## src/rtl/bcd_stopwatch.sv

```systemverilog
// Four-digit BCD stopwatch (SS.hh) with IDLE/RUN/PAUSE control and prescaler.
// Ports: clk, reset (sync, active-high), start_stop, clear -> value[15:0], running, wrap.
// Optional lap hold enabled by macro BCD_STOPWATCH_LAP_EN (adds lap, lap_active).
module bcd_stopwatch #(
  parameter int TICK_DIV = 1000000
) (
  input  logic        clk,
  input  logic        reset,
  input  logic        start_stop,
  input  logic        clear,
`ifdef BCD_STOPWATCH_LAP_EN
  input  logic        lap,
  output logic        lap_active,
`endif
  output logic [15:0] value,
  output logic        running,
  output logic        wrap
);

  localparam int PW = (TICK_DIV > 2) ? $clog2(TICK_DIV) : 1;
  localparam logic [PW-1:0] LAST = PW'(TICK_DIV - 1);

  typedef enum logic [1:0] {
    IDLE,
    RUN,
    PAUSE
  } state_t;

  state_t        state;
  logic [PW-1:0] presc;
  logic [15:0]   count;
  logic [15:0]   count_n;
  logic          tick;
  logic          at_max;
  logic          carry;

  assign tick   = (state == RUN) && (presc == LAST);
  assign at_max = (count == 16'h9999);

  // Ripple increment: a digit at 9 wraps to 0 and passes the carry on.
  always_comb begin
    count_n = count;
    carry   = tick;
    for (int i = 0; i < 4; i++) begin
      if (carry) begin
        if (count[4*i +: 4] == 4'd9) begin
          count_n[4*i +: 4] = 4'd0;
        end else begin
          count_n[4*i +: 4] = count[4*i +: 4] + 4'd1;
          carry = 1'b0;
        end
      end
    end
  end

  always_ff @(posedge clk) begin
    if (reset || clear) begin
      state   <= IDLE;
      presc   <= '0;
      count   <= '0;
      running <= 1'b0;
      wrap    <= 1'b0;
    end else begin
      count <= count_n;
      wrap  <= tick && at_max;
      if (state == RUN) begin
        presc <= tick ? '0 : presc + 1'b1;
      end
      if (start_stop) begin
        unique case (state)
          IDLE: begin
            state   <= RUN;
            running <= 1'b1;
          end
          RUN: begin
            state   <= PAUSE;
            running <= 1'b0;
          end
          PAUSE: begin
            state   <= RUN;
            running <= 1'b1;
          end
          default: begin
            state   <= IDLE;
            running <= 1'b0;
          end
        endcase
      end
    end
  end

`ifdef BCD_STOPWATCH_LAP_EN
  logic [15:0] held;
  logic        lap_go;

  assign lap_go = lap && (state == RUN);

  // Display register: frozen snapshot while lap_active, else live count.
  always_ff @(posedge clk) begin
    if (reset || clear) begin
      lap_active <= 1'b0;
      held       <= '0;
      value      <= '0;
    end else begin
      if (lap_go) begin
        lap_active <= ~lap_active;
      end
      if (lap_go && !lap_active) begin
        held  <= count;
        value <= count;
      end else if (lap_active && !lap_go) begin
        value <= held;
      end else begin
        value <= count_n;
      end
    end
  end
`else
  assign value = count;
`endif

endmodule

```

## config.mk

```make
export PLATFORM = sky130hd
export DESIGN_NAME = bcd_stopwatch
export DESIGN_NICKNAME = d
export VERILOG_FILES = /design/src/rtl/bcd_stopwatch.sv
export SDC_FILE = /design/constraint.sdc
export NUM_CORES = 1
export LEC_CHECK = 0
export ABC_CLOCK_PERIOD_IN_PS = 3200
export CELL_PAD_IN_SITES_DETAIL_PLACEMENT = 2
export CELL_PAD_IN_SITES_GLOBAL_PLACEMENT = 2
export CORE_MARGIN = 4
export CORE_UTILIZATION = 33
export CTS_CLUSTER_DIAMETER = 30
export DETAILED_ROUTE_END_ITERATION = 10
export PLACE_DENSITY_LB_ADDON = 0.1
export SYNTH_ARGS = -nofsm -noshare
export SYNTH_HDL_FRONTEND = slang
export SYNTH_SLANG_ARGS = --single-unit
```

## constraint.sdc

```tcl
create_clock -name clk -period 3.2 [get_ports clk]
set_input_delay 0.48 -clock clk [delete_from_list [all_inputs] [get_ports clk]]
set_output_delay 0.48 -clock clk [all_outputs]
set_load 0.02 [all_outputs]
```

==> After elaboration in Yosys (flattened, before gate mapping) <==
Cells that the tools add are included.
{ "classes": {"reduce_logical": 5, "muxes": 13, "add_sub_neg": 5, "eq_ne": 8} }
{ "ops": {"columns": ["op", "n"], "rows": [
  ["20-bit by 1-bit adder with 20-bit output (second input constant)", 1],
  ["20-bit equality test (second input constant)", 1],
  ["20-bit two-way mux", 1],
  ["4-bit by 1-bit adder with 4-bit output (second input constant)", 4],
  ["16-bit equality test (second input constant)", 1],
  ["4-bit equality test (second input constant)", 4],
  ["4-bit two-way mux", 4],
  ["1-bit two-way mux", 7],
  ["2-bit case mux with 2 select lines", 1],
  ["2-bit by 1-bit equality test with 1-bit output (second input constant)", 1],
  ["2-bit equality test (second input constant)", 1],
  ["1-bit logical AND", 2],
  ["2-bit logical NOT", 1],
  ["2-bit OR reduction", 1],
  ["1-bit logical OR", 1]
]} }
{ "word_totals": {"register_bits": 40, "word_cells": 39} }

==> Depth between registers and ports, before layout <==
{ "depth": {"ltp_word": 5, "depth_mapped": 7} }

==> Worst setup path after synthesis <==
OpenSTA, ideal clock, no wires.
{ "synth_path": {"path_type": "register to register", "from": "register count[3], in the netlist value[3]", "to": "register count[15], in the netlist value[15]", "setup_time_ns": 0.139, "arrival_ns": 2.209, "period_less_slack_ns": 2.348, "required_time_ns": 3.061, "path_buffers": 1, "path_stages_with_launch": 6, "setup_slack_ns": 0.852, "path_cell_list": "dfxtp_1 > or4bb_1 > or4_1 > buf_2 > a2111oi_0 > o32ai_1"} }
{ "synth_via": {"elab_chain_cells": 5} }
{ "synth_rtl": {"columns": ["element", "line_no", "source"], "rows": [
  ["from (decl)", "31", "logic [15:0] count;"],
  ["from (signal assigned)", "64", "count <= count_n;"],
  ["4-bit equality test", "46", "if (count[4*i +: 4] == 4'd9) begin"],
  ["1-bit two-way mux", "46", null],
  ["1-bit two-way mux (3 in a row)", "45", "if (carry) begin"]
]} }
No other way between the ends.
A chain may end at the register's enable or synchronous reset.

==> Worst setup path in the final report <==
{ "layout_path": {"from": "register presc[0]", "to": "register count[2], in the netlist value[2]"} }
{ "layout_via": {"elab_chain_cells": 2} }
{ "layout_rtl": {"columns": ["element", "line_no", "source"], "rows": [
  ["from (decl)", "30", "logic [PW-1:0] presc;"],
  ["from (signal assigned)", "67", "presc <= tick ? '0 : presc + 1'b1;"],
  ["20-bit equality test", "37", "assign tick = (state == RUN) && (presc == LAST);"],
  ["1-bit logical AND", "37", null]
]} }
No other way between the ends.

==> impl_metrics.py <==
metrics = {
    "die": {
        "core_mm2": 0.005921,
        "die_y_um": 86.33,
        "start_util": 0.3419,
        "fp.dieArea_mm2": 0.007452,
        "pin_count": 22,
        "rows": 28,
        "dieWidth_um": 86.33,
    },
    "sta": {
        "worst_slew_pin_slew_ns": 0.8171,
        "finalSetupTns_ns": 0,
        "setup_violations": 0,
        "hold_viol_final": 0,
        "fin_crit_sh": 0.8027,
        "drv_slew": 0,
        "slew_headroom": 0.4503,
        "layout_min_cycle_time_ns": 2.569,
        "finalClockSkew_ns": 0.008960,
        "grt_setup_unrepaired": "no",
        "clock.fmax_mhz": 389.3,
    },
    "clocking": {
        "hold_buffers": 0,
        "cts_htree_levels": 2,
        "clockBufferDepth": 2,
        "cts_tree": "yes",
        "cts_made_buffers": 5,
        "cts.sinks": 40,
        "cts_resized": 0,
        "root_buffer": "clkbuf_8",
        "insertion_delay_ns": 0.30,
        "clkSlewWorstSetupHoldPaths_ns": 0.08,
        "cts_setup_buffers": 0,
    },
    "flow_run": {
        "cap_viol_max_count": 0,
    },
    "route": {
        "drt_iter0_markers": 49,
        "drcViolationCount": 0,
        "firstDrtPassIters": 4,
        "vias_per_cell": 5.682,
        "ant_nets": 0,
        "avgRoutedWirePerCell_um": 16.37,
        "drt-total-wl_um": 5518,
        "vias": 1915,
    },
    "synth": {
        "synth_top_family_by_area": "simple AND/OR/NAND/NOR gates",
        "netlist_instances": 241,
        "synthTopCellsByArea": "dfxtp_1 (40%), a21oi_1 (5.2%), or4_1 (4.8%), nor2_1 (3.7%), o21ai_0 (3.0%)",
        "ys_seq_area_frac": 0.3956,
        "synth_top_area_share": 0.3956,
        "synthMuxAreaShare": 0.01545,
        "synthFlopType": "dfxtp_1",
        "synth_compound_area_frac": 0.1650,
        "synth-edff-count": 0,
        "yosys.area_share.simple": 0.3288,
        "synthDistinctLibCells": 47,
        "syn-cell-area_mm2": 0.002024,
        "yosysTopAreaCell": "dfxtp_1",
        "synth_fp_nets": 246,
        "async_reset_ff_frac": 0,
        "synth-seq-cells": 40,
        "avgSynthCellArea_um2": 8.400,
        "synth.yosys.warnings": 0,
        "synth_fa_ha_area_frac": 0.006180,
        "synth_xor_area_frac": 0.04759,
    },
    "layout": {
        "postLayoutCellArea_mm2": 0.002386,
        "final_common_cell": "dfxtp_1",
        "drive_above_1_share": 0.06489,
        "num-nets-final": 267,
        "mostFrequentLayoutCells": "dfxtp_1 (40), a21oi_1 (21), clkdlybuf4s50_1 (21)",
        "n_antenna_cell": 0,
        "nFillCells": 679,
        "area_growth_pct": 17.86,
    },
    "grt": {
        "grt_pass1_vias": 1870,
        "grt_overflow": 0,
        "grt_max_degree": 20,
        "grt_antenna_before_repair": 0,
        "grt_pass1_wl_um": 9363,
        "grt.total_usage": 0.1548,
    },
    "pwr": {
        "power-per-cell-area_mw_per_mm2": 359.4,
        "ir_drop_mv": 0.1401,
        "leakage_nw": 0.6523,
    },
    "run_status": {
        "status": "complete, no violations",
    },
    "worst_setup_path": {
        "critPathCaptureType": "flip-flop",
        "worst_path_max_delay_cell": "or4_1",
        "critPathLaunchType": "flip-flop",
        "worst_ep_arrival_time_ns": 2.79,
        "path_cells": "ha_1 > nand4b_1 > buf_4 > or4_1 > or4_1 > a21oi_1",
        "crit_fanout": 17,
        "required_ns": 3.42,
        "path_common_cell": "or4_1",
        "cpPeakStageDelay_ns": 0.76,
        "path_class": "reg -> reg",
    },
    "place": {
        "finalWeightedCongestion": 0.7207,
        "hpwlAfterDp_um": 3994,
        "port_buffers": 21,
        "dpl_cell_area_mm2": 0.002308,
    },
    "hold_path": {
        "hp-class": "reg -> reg",
    },
}
power by group:
group	total, mW	leakage (nW)	internal, mW	switching [mW]
combinational	0.0271	0.289	0.0104	0.0167
sequential	0.501	0.322	0.499	0.00224
clock	0.329	0.0410	0.149	0.181
total	0.857	0.652	0.658	0.199
worst paths after layout:
check	startpoint	endpoint	slack [ns]	cells past startpoint
max	presc[0]$_SDFFE_PP0N_	value[2]$_SDFFE_PP0P_	0.63	6
max reg2reg	presc[0]$_SDFFE_PP0N_	value[2]$_SDFFE_PP0P_	0.63	6
min reg2reg	presc[19]$_SDFFE_PP0N_	presc[19]$_SDFFE_PP0N_	0.50	2
min	presc[19]$_SDFFE_PP0N_	presc[19]$_SDFFE_PP0N_	0.50	2
Yosys cell counts (all sizes together), types with 2 or more instances:
library cell	number
dfxtp	40
a21oi	21
nor2	20
nand2	15
o21ai	13
or4	13
inv	11
nand3	10
nand4	8
o31ai	8
or3	8
nor4	7
xnor2	6
buf	5
clkbuf	5
nor2b	5
xor2	5
nand2b	3
nor3	3
or4b	3
or4bb	3
and4	2
and4b	2
mux2i	2
nor3b	2
nor4b	2
o211ai	2
o311ai	2
o31a	2
kinds of logic after synthesis:
group,count (synthesis)
and+or+nand+nor,111
AOI/OAI and AO/OA,54
DFF,40
adders and majority gates,1
muxes,3
buffers and inverters,21
xor gates and xnor gates,11
critical path, delay by kind of cell, from the launching register on:
kind | cells | cell delay (ns)
buf+inv | 1 | 0.18
simple gates | 3 | 1.43
compound gates | 1 | 0.15
fa+ha+maj | 1 | 0.26
flops | 1 | 0.47
flip-flops by register name, summed over array words and instances (netlist names):
register and flops:
wrap 1, running 1, presc 20, value 16, state 2
area by class of cell:
| cell class | instances | area [um2] | share of cell area |
|---|---|---|---|
| multi-input combinational | 180 | 1140 | 0.4777 |
| inverter | 11 | 41.29 | 0.01730 |
| sequential | 40 | 800.8 | 0.3356 |
| clock inverter | 1 | 5.005 | 0.002098 |
| tap | 75 | 93.84 | 0.03933 |
| clock buffer | 6 | 72.57 | 0.03041 |
| timing repair buffer | 24 | 232.7 | 0.09754 |
stage by stage:
step	std cells	hold slack (ns)	utilization	power [mW]	worst slack, ns
after CTS	337	0.5072	0.4030	0.8773	0.6376
after global routing	337	0.5260	0.4030	0.8955	0.4870
after detailed placement	330	0.4913	0.3899	0.5408	0.6632
final	337	0.5048	0.4030	0.8575	0.6312
after global placement	330	0.4821	0.3899	0.5401	0.7237
after floorplan	241	0.4552	-	0.5271	0.8520
per-layer routing:
metal,up-vias,track usage,part of all wire
met3,6,0.02947,0.028
met1,952,0.2055,0.50
met2,18,0.2566,0.47
met5,-,0,0
li1,939,-,-
met4,0,0.04249,0.011
Note: power is estimated with default switching activity, not from simulation.
